`src/rtl/twiddle_addr_gen_r22.sv`:
```
// rtl/twiddle_addr_gen_r22.sv - radix-2^2 SDF twiddle ROM address generator, one per multiplier stage.
// Optional quarter-ROM addressing with quadrant output: define TW_QUARTER_ROM_EN.
module twiddle_addr_gen_r22 #(
   parameter int NFFT  = 64,
   parameter int LOG2N = 6,
   parameter int STAGE = 0,
`ifdef TW_QUARTER_ROM_EN
   parameter int ADDR_W = LOG2N - 2
`else
   parameter int ADDR_W = LOG2N
`endif
) (
   input  logic              clk,
   input  logic              rst,
   input  logic              in_valid,
   input  logic              dir,
   output logic              tw_valid,
   output logic [ADDR_W-1:0] tw_addr,
   output logic [1:0]        tw_quad,
   output logic              frame_done
);

   localparam int LOG2M = LOG2N - 2 * STAGE;
   localparam logic [LOG2N-1:0] QMASK = LOG2N'((NFFT >> (2 * STAGE + 2)) - 1);
   localparam logic [LOG2N-1:0] N_LAST = {LOG2N{1'b1}};

   typedef enum logic [0:0] {
      S_IDLE,
      S_RUN
   } state_t;

   state_t             state_q, state_d;
   logic [LOG2N-1:0]   n_q, n_d;
   logic               dir_lat_q, dir_lat_d;
   logic               tw_valid_q, tw_valid_d;
   logic [ADDR_W-1:0]  tw_addr_q, tw_addr_d;
   logic [1:0]         tw_quad_q, tw_quad_d;
   logic               frame_done_q, frame_done_d;

   logic [1:0]         p;
   logic [1:0]         p_rev;
   logic [LOG2N-1:0]   q;
   logic [LOG2N-1:0]   prod;
   logic [LOG2N-1:0]   e;
   logic [LOG2N-1:0]   e_rot;
   logic               dir_use;

   always_comb begin
      p     = n_q[LOG2M-1 -: 2];
      p_rev = {p[0], p[1]};
      q     = n_q & QMASK;
      // bitrev2(p) * q using only the two partial products q and 2q
      prod  = (p_rev[0] ? q : '0) + (p_rev[1] ? (q << 1) : '0);
      e     = prod << (2 * STAGE);
      // the first sample of a frame sees the fresh dir; its exponent is 0 anyway
      dir_use = (n_q == '0) ? dir : dir_lat_q;
      e_rot   = dir_use ? (~e + LOG2N'(1)) : e;
   end

   always_comb begin
      state_d      = state_q;
      n_d          = n_q;
      dir_lat_d    = dir_lat_q;
      tw_valid_d   = 1'b0;
      tw_addr_d    = tw_addr_q;
      tw_quad_d    = tw_quad_q;
      frame_done_d = 1'b0;
      case (state_q)
         S_IDLE:  if (in_valid) state_d = S_RUN;
         S_RUN:   state_d = S_RUN;
         default: state_d = S_IDLE;
      endcase
      if (in_valid) begin
         n_d          = n_q + LOG2N'(1);
         tw_valid_d   = 1'b1;
         frame_done_d = (n_q == N_LAST);
         if (n_q == '0) dir_lat_d = dir;
`ifdef TW_QUARTER_ROM_EN
         tw_addr_d = e_rot[LOG2N-3:0];
         tw_quad_d = e_rot[LOG2N-1:LOG2N-2];
`else
         tw_addr_d = e_rot;
         tw_quad_d = 2'b00;
`endif
      end
   end

   always_ff @(posedge clk) begin
      if (rst) begin
         state_q      <= S_IDLE;
         n_q          <= '0;
         dir_lat_q    <= 1'b0;
         tw_valid_q   <= 1'b0;
         tw_addr_q    <= '0;
         tw_quad_q    <= 2'b00;
         frame_done_q <= 1'b0;
      end else begin
         state_q      <= state_d;
         n_q          <= n_d;
         dir_lat_q    <= dir_lat_d;
         tw_valid_q   <= tw_valid_d;
         tw_addr_q    <= tw_addr_d;
         tw_quad_q    <= tw_quad_d;
         frame_done_q <= frame_done_d;
      end
   end

   assign tw_valid   = tw_valid_q;
   assign tw_addr    = tw_addr_q;
   assign tw_quad    = tw_quad_q;
   assign frame_done = frame_done_q;

endmodule

```
`config.mk`:
```
export PLATFORM = sky130hd
export DESIGN_NAME = twiddle_addr_gen_r22
export DESIGN_NICKNAME = d
export VERILOG_FILES = /design/src/rtl/twiddle_addr_gen_r22.sv
export SDC_FILE = /design/constraint.sdc
export NUM_CORES = 1
export LEC_CHECK = 0
export CAP_MARGIN = 20
export CORE_AREA = 2 2 51 53
export CTS_CLUSTER_DIAMETER = 120
export DETAILED_ROUTE_END_ITERATION = 10
export DIE_AREA = 0 0 53 55
export DONT_BUFFER_PORTS = 1
export GPL_TIMING_DRIVEN = 0
export PLACE_DENSITY_LB_ADDON = 0.05
export RECOVER_POWER = 25
export SYNTH_ARGS = -nofsm -noshare
export SYNTH_HDL_FRONTEND = slang
export SYNTH_SLANG_ARGS = --single-unit
```
`constraint.sdc`:
```
create_clock -name clk -period 6.47 [get_ports clk]
set_input_delay 0.3235 -clock clk [delete_from_list [all_inputs] [get_ports clk]]
set_output_delay 0.3235 -clock clk [all_outputs]
set_load 0.01 [all_outputs]
```
# Word-level counts from Yosys, hierarchy flattened
# Index checks and enable logic that the tools add are counted.
# op_classes
n_addsub,3
n_eq_ne,1
mux,5
n_bitwise,2
n_reduce_logical,2
# ops
operator,n
"6-bit by 1-bit adder with 6-bit output, second input constant",2
4-bit by 5-bit adder with 6-bit output,1
"6-bit == test, second input constant",1
6-bit zero test,1
6-bit two-way mux,1
6-bit inverter,1
5-bit two-way mux,1
4-bit two-way mux,1
1-bit two-way mux,2
2-bit OR reduction,1
1-bit inverter,1
# totals
register_bits,15
in_bits,4

# Longest topological paths before layout
# Gate-level depths: netlist of the first run.
# depth
ltp_word,5
ltp_mapped,9

# Least setup slack after synthesis of the first run
# Ideal clock, no wire load.
# synth_timing
path_type,reg2reg
startpoint,reg n_q[0]
endpoint,"reg tw_addr_q[5], in the netlist tw_addr[5]"
setup_time_ns,0.103
arrival_ns,2.150
required_time_ns,6.367
setup_slack_ns,4.217
stages_incl_launch_ff,9
n_path_buf,1
synth_period_minus_slack_ns,2.253
cell_sequence,dfxtp_1 clkbuf_1 and2_1 ha_1 fa_1 a211oi_1 nand2b_1 o2111a_1 a2111oi_2
# synth_via
elab_chain_cells,5
word_cells_on_any_way,8
cone_classes,2 x add/sub; 4 x mux; 1 x bitwise; 1 x reduce/logical
# synth_rtl
item,line_no,text
from (decl),33,"logic [LOG2N-1:0] n_q, n_d;"
from (signal assigned),99,n_q <= n_d;
4-bit two-way mux or 5-bit two-way mux (tied branches),53,prod = (p_rev[0] ? q : '0) + (p_rev[1] ? (q << 1) : '0);
4-bit by 5-bit adder with 6-bit output,53,
6-bit inverter,57,e_rot = dir_use ? (~e + LOG2N'(1)) : e;
6-bit by 1-bit adder with 6-bit output,57,
6-bit two-way mux (*),57,
to (signal assigned),102,tw_addr_q <= tw_addr_d;
to (decl),36,"logic [ADDR_W-1:0] tw_addr_q, tw_addr_d;"
# Mark *: on every way between the ends. The rest lies on a longest branch, timed or not.
# A chain may end at the register's enable or synchronous reset.

# Worst setup path in the final report of the first run
# Same ends and word-level chain as after synthesis.

==> impl_results.md, run 1 <==
* Clock latency on the worst-skew pair at 0.29 ns
* Global-route wire length before repair at 2.93 mm
* Final worst path period share at 39.2%
* Max-slew violations at 0
* Synth cell count leaders: dfxtp_1 (15), nor2_1 (11), a21oi_1 (7)
* Resized Gates After CTS at 0
* Max Clock Skew at between 0.006 and 0.007 ns
* Die area at 0.00292 mm2
* Maximum number of pins on one net before global-route repair at 11
* Post-synthesis sequential area ratio at 33.5%
* Largest stage delay, worst path at 0.47 ns
* Number of flops mapped to enable cells by yosys at 0
* Fmax at slightly below 400 MHz
* R2R setup slack at 3.93 ns
* Final count of hold timing violations at 0
* Mapped cell area at 897 um2
* Worst path cell trace: clkbuf_1 -> and2_1 -> ha_1 -> fa_1 -> a211oi_1 -> nand2b_1 -> o2111a_1 -> a2111oi_2
* Worst vdd rail ir drop at 0.0887 mV
* Placed cell areas at ~940 um2
* Synth area leaders: dfxtp_1 (33%), ha_1 (8.4%), xor2_1 (5.9%)
* Post-synth top area cell: dfxtp_1
* GPL Wtd Cong at 0.732
* Hold slack final at 0.0896 ns
* Pwr Density at 180 mW/mm2
* CP max FO at 7
* Status: completed
* PortBufs at 0
* Worst slew margin at 65.3%
* Min cycle time layout at 2.54 ns
* Setup TNS Final at 0 ns
* Die Y at 55 um
* Mapped Cells at 99
* Initial antenna violation count at 0
* Fraction of registers with async set/reset at 0%
* Number of global-route vias before repair at 614
* TritonCTS buffer count at 3
* CTS tree: done
* Setup Viol. Count Final at 0
* Min-delay worst type: input port to flop
* Worst Setup End Kind: flop
* Share of cells above drive strength 1 at 14.4%
* Most frequent cell after synthesis: dfxtp_1
* RSZ-0062 raised after global routing: false
* Cell variety after synth at 34
* FF+latch count, synth at 15
* RR Startpoint: n_q[0]$_SDFFE_PP0P_
* First-pass DRT Iterations at 3
* CP startpoint: n_q[0]$_SDFFE_PP0P_
* Crit path to: tw_addr[5]$_SDFFE_PP0P_
* Fraction of synthesized cell area taken by the top area cell type at 33.5%
* Number of DRC markers in iteration 0 at 5
* DP HPWL at between 1 and 1.5 mm
* Die Width at 53 um
* Finished Cell Area at 958 um2
* Remaining Overflow, GRT at 0
* # DRC at 0
* CTS Buffer Depth at 2
* Post-CTS Setup Repair Bufs at 0
* Max Cap Viol at 0
* P_leak at about 0.42 nW
* Startpoint Class: flop
* Row cnt at 18
* Routed WL at 1.81 mm
* Starting Density at 37.9%
* Clk sinks at 15
* Critical path required time at 6.66 ns
* Hold-fix buffers, CTS at 0
* Clock-pin slew on the worst setup and hold paths at 0.10 ns
* Prevailing post-synth register cell: dfxtp_1
* Syn. warnings at 0
* Top-Level Pins at 14
* Worst-Margin Slew at 0.520 ns
* Slowest-stage cell, CP: fa_1
* NumNets Final at around 120
* Core Area at 0.00236 mm2
* Vias per inst at 4.99
* WS Path Type: flop to flop
* Synth-to-layout area growth at 6.83%
* Diode count at 0
* Post-route ant nets at 0
* Arrival @ worst endpoint at 2.72 ns
* R2R Path End: tw_addr[5]$_SDFFE_PP0P_
* Wire length per cell at roughly 14 um
* Vias post-DR at about 670
* Syn_area_per_cell at 9.06 um2
* Clock Root Buffer: clkbuf_4
* H-Tree Depth at 1
* All-Layer GR Usage at about 15%
* Reg2Reg Depth at 8
==> final cells by class <==
type                    instances  area (um2)
plain buffers                   7        41.3
inverters                       4        15.0
clock buffers                   3        22.5
well taps                      30        37.5
clock inverters                 1        5.00
flip-flops and latches         15         300
fillers                       267        1410
multi-input cells              74         537
==> where the power goes <==
part / switching, W / internal [W] / total [W] / leakage (nW)
clock: 0.0000326 / 0.0000230 / 0.0000556 / 0.0177
combinational: 0.0000113 / 0.00000702 / 0.0000184 / 0.277
sequential: 0.00000327 / 0.0000957 / 0.0000990 / 0.122
total: 0.0000472 / 0.000126 / 0.000173 / 0.417
==> flip-flops by register name, indices dropped and copies added (netlist names) <==
name        count
dir_lat_q       1
tw_valid        1
frame_done      1
n_q             6
tw_addr         6
==> metrics by stage <==
step           worst slack (ns)  total power [W]  utilization, %  std cells
6_report                   3.93         0.000173            40.5        134
5_1_grt                    3.76         0.000184            40.5        134
4_1_cts                    3.88         0.000179            40.8        134
3_5_place_dp               3.91         0.000120            39.7        130
3_3_place_gp               3.98         0.000120            39.7        130
2_1_floorplan              4.22         0.000116               -        100
==> critical path, delay by kind of cell (launching register included) <==
family                   cells  cell delay (ns)
buffers and inverters        1             0.30
AO/OA/AOI/OAI                3             0.85
flip-flops                   1             0.35
adder cells (fa/ha/maj)      2             0.65
AND/OR/NAND/NOR              2             0.30
==> layer usage <==
layer	share of wire, %	GRT usage [%]	vias to the layer above	wire length, um
met5	0	0	-	0
met4	1.7	7.69	0	31
met3	3.3	2.42	4	60
met2	48	24.2	11	866
met1	47	18.6	306	855
li1	-	-	348	-
==> cells in the final DEF, fill, tap and decap left out, types with 2 or more instances in the layout <==
master    netlist  layout
ha_1            6       6
xnor2_1         3       3
clkbuf_4        0       3
and2_1          3       3
o21ai_0         2       2
a21oi_1         7       7
xor2_1          6       6
nand4_1         2       2
nand2b_1        2       2
nor3b_1         2       2
and2_2          2       2
nand2_1         5       5
inv_1           4       4
a21o_1          2       2
a311oi_1        2       2
dfxtp_1        15      15
nor2_1         11      11
clkbuf_1        3       4
buf_4           2       2
a211oi_1        3       3
nand3_1         2       2
conb_1          1       2
==> cells by family (layout without fill, tap and decap cells) <==
family                   count (synthesis)  in the layout  share of synthesized area [%]
AO/OA/AOI/OAI                           19             19                           15.2
XOR/XNOR                                 9              9                           8.79
adder cells (fa/ha/maj)                  7              7                           10.6
buffers and inverters                   11             15                           7.11
flip-flops                              15             15                           33.5
multiplexers                             1              1                           1.12
other                                    1              2                          0.418
AND/OR/NAND/NOR                         36             36                           23.3
==> worst min path at each step <==
stage               from                 endpoint  slack, ns  cells after the start
detailed placement   rst  tw_addr[5]$_SDFFE_PP0P_       0.40                      1
finish               rst  tw_addr[1]$_SDFFE_PP0P_       0.09                      1
CTS                  rst  tw_addr[1]$_SDFFE_PP0P_       0.07                      1
floorplan            rst  tw_addr[5]$_SDFFE_PP0P_       0.39                      1
global route         rst  tw_addr[5]$_SDFFE_PP0P_       0.07                      1
global placement     rst  tw_addr[5]$_SDFFE_PP0P_       0.39                      1
No activity file was read; power rests on OpenSTA's default activity.
==> inputs of run 2 (changes only) <==
Settings changed: ABC_AREA set to 1, CORE_AREA 2 2 51 53 to 2 2 53 55, DIE_AREA 0 0 53 55 to 0 0 55 57.
Clock period 6.47 ns to 2.2 ns, I/O delays scaled along.
==> impl_results.md, run 2 <==
* Status: completed
* Core Area at 0.00262 mm2 (+11%)
* Post-route ant nets at 0 (unchanged)
* Cell variety after synth at 26 (-24%)
* Max Cap Viol at 0 (unchanged)
* DP HPWL at 1.49 mm (+9.2%)
* Final worst path period share at 91.4% (+52 points)
* Fraction of synthesized cell area taken by the top area cell type at 31.1% (-2.3 points)
* Vias per inst at 4.79 (-4.0%)
* Final core utilization at 40.4% (-0.099 points)
* Setup Viol. Count Final at 0 (unchanged)
* # fillers at 295 (+10%)
* Worst setup margin at 0.189 ns (-3.74 ns)
* Clock Root Buffer: clkbuf_4
* P_leak at 0.579 nW (+39%)
* Vias post-DR at 848 (+27%)
* Routed WL at 1.97 mm (+8.4%)
* Top-Level Pins at 14 (unchanged)
* H-Tree Depth at 1 (unchanged)
* Most frequent cell after synthesis: inv_1
* Clock latency on the worst-skew pair at 0.29 ns (about the same)
* Critical path required time at 2.39 ns (-4.27 ns)
* Startpoint Class: flop
* Diode count at 0 (unchanged)
* Prevailing post-synth register cell: dfxtp_1
* Worst path top cell family by delay: adder cells
* Fmax at 497 MHz (+26%)
* Most common cell after layout, fill and taps aside: inv_1
* Starting Density at 36.9% (-1.0 points)
* Synth-to-layout area growth at 9.60%
* Hold slack final at 0.0464 ns (-0.0432 ns)
* # DRC at 0 (unchanged)
* GPL Wtd Cong at 0.795 (+8.7%)
* Post-synthesis sequential area ratio at 31.1% (-2.3 points)
* WS Path Type: flop to flop
* Worst Setup End Kind: flop
* Most frequent cells in the layout: inv_1 (23), nand2_1 (22), nor2_1 (19), nand3_1 (13), dfxtp_1 (13)
* Clock-pin slew on the worst setup and hold paths at 0.09 ns (about the same)
* Synth cell count leaders: inv_1 (24), nand2_1 (22), nor2_1 (19)
* TritonCTS buffer count at 3 (unchanged)
* Pwr Density at 492 mW/mm2 (+170%)
* Synth area leaders: dfxtp_1 (31%), inv_1 (9.3%), nand2_1 (8.6%)
* Placement Setup Slack at 0.0603 ns (-3.85 ns)
* PortBufs at 0 (unchanged)
* Remaining Overflow, GRT at 0 (unchanged)
* Syn_area_per_cell at 6.89 um2 (-24%)
* Max Clock Skew at 0.00527 ns (-0.00115 ns)
* Max-slew violations at 0 (unchanged)
* Share of cells above drive strength 1 at 17.1% (+2.7 points)
* All-Layer GR Usage at 14.8% (+0.12 points)
* Largest stage delay, worst path at 0.47 ns (about the same)
* NumNets Final at 158 (+36%)
* Row cnt at 19 (+1)
* Maximum number of pins on one net before global-route repair at 11 (unchanged)
* Fraction of registers with async set/reset at 0% (unchanged)
* Syn. warnings at 0 (unchanged)
* Global-route wire length before repair at 3.44 mm (+17%)
* Die Y at 57 um (+3.6%)
* Mapped cell area at 965 um2 (+7.5%)
* Setup TNS Final at 0 ns (unchanged)
* Post-synth top area cell: dfxtp_1
* Worst path cell trace: buf_6 -> nand2_1 -> inv_1 -> ha_2 -> fa_2 -> inv_2 -> nand3_2 -> nor2_1 -> nand3_2 -> nand3_1 -> nand2_1 -> nor2_1 -> nor2_1
* Wire length per cell at 11.1 um (-18%)
* Number of DRC markers in iteration 0 at 8 (+3)
* FF+latch count, synth at 15 (unchanged)
* Number of flops mapped to enable cells by yosys at 0 (unchanged)
* Clk sinks at 15 (unchanged)
* Mapped Cells at 140 (+41%)
* CTS Buffer Depth at 2 (unchanged)
* Min cycle time layout at 2.01 ns (-0.525 ns)
* Initial antenna violation count at 0 (unchanged)
* CP max FO at 8 (+1)
* Crit path top cell by count: nor2_1
* Crit path buf inv count at 3 (+2)
* RSZ-0062 raised after global routing: false
* First-pass DRT Iterations at 4 (+1)
* Slowest-stage cell, CP: fa_2
* Final count of hold timing violations at 0 (unchanged)
* Number of global-route vias before repair at 796 (+30%)
* Min-delay worst type: input port to flop
* Power after layout at 0.000520 W (+200%)
* Worst vdd rail ir drop at 0.397 mV (+350%)
* CTS tree: done
* Die area at 0.00314 mm2 (+7.5%)
* Die Width at 55 um (+3.8%)
* Arrival @ worst endpoint at 2.20 ns (-0.52 ns)
[run 2: layout make-up]
cell class	instances	area, um2	area share [%]
clock inverters	1	5.00	0.473
repair buffers	1	10.0	0.947
multi-input cells	95	532	50.3
flip-flops and latches	15	303	28.6
well taps	31	38.8	3.67
plain buffers	6	52.6	4.97
inverters	25	93.8	8.88
clock buffers	3	22.5	2.13
[run 2: kinds of logic (layout without fill, tap and decap cells)]
logic type,after synthesis,count (layout),synth area share (%)
buffers and inverters,31,36,15.2
AND/OR/NAND/NOR,66,66,31.5
other,1,2,0.389
AO/OA/AOI/OAI,19,19,11.0
flip-flops,15,15,31.1
XOR/XNOR,1,1,0.908
adder cells (fa/ha/maj),7,7,9.86
[run 2: power breakdown]
group | leakage (nW) | switching [W] | internal (W)
combinational | 0.438 | 0.0000384 | 0.0000260
clock | 0.0177 | 0.0000933 | 0.0000676
sequential | 0.124 | 0.0000127 | 0.000282
[run 2: metrics by stage]
stage / instance area (um2) / cells
floorplan: 968 / 141
global placement: 1010 / 172
detailed placement: 1010 / 172
CTS: 1040 / 177
global route: 1060 / 177
finish: 1060 / 177
[run 2: worst reg2reg max path: cells and delay by family (launching register included)]
family                   cells  cell delay [ns]
buffers and inverters        3             0.29
adder cells (fa/ha/maj)      2             0.66
flip-flops                   1             0.33
AND/OR/NAND/NOR              8             0.63
[run 2: final timing paths]
check	startpoint	to	slack, ns	cells after the start
max	n_q[5]$_SDFFE_PP0P_	tw_addr[5]$_SDFFE_PP0P_	0.19	13
min	in_valid	n_q[2]$_SDFFE_PP0P_	0.05	3
max reg2reg	n_q[5]$_SDFFE_PP0P_	tw_addr[5]$_SDFFE_PP0P_	0.19	13
min reg2reg	n_q[4]$_SDFFE_PP0P_	frame_done$_SDFF_PP0_	0.54	2
[run 2: per-layer routing]
layer / vias to the layer above / routed length (um) / global-route usage [%]
li1: 449 / - / -
met2: 13 / 947 / 24.0
met5: - / 0 / 0
met4: 0 / 8 / 3.14
met3: 2 / 84 / 4.97
met1: 384 / 926 / 18.9
[run 2: timing repair]
item | in CTS | in global routing
hold endpoints to repair | 1 | 0
endpoints found under the setup margin | 0 | 1
hold buffers | 1 | 0
buffers inserted | 0 | 0
gates resized for setup | 0 | 6
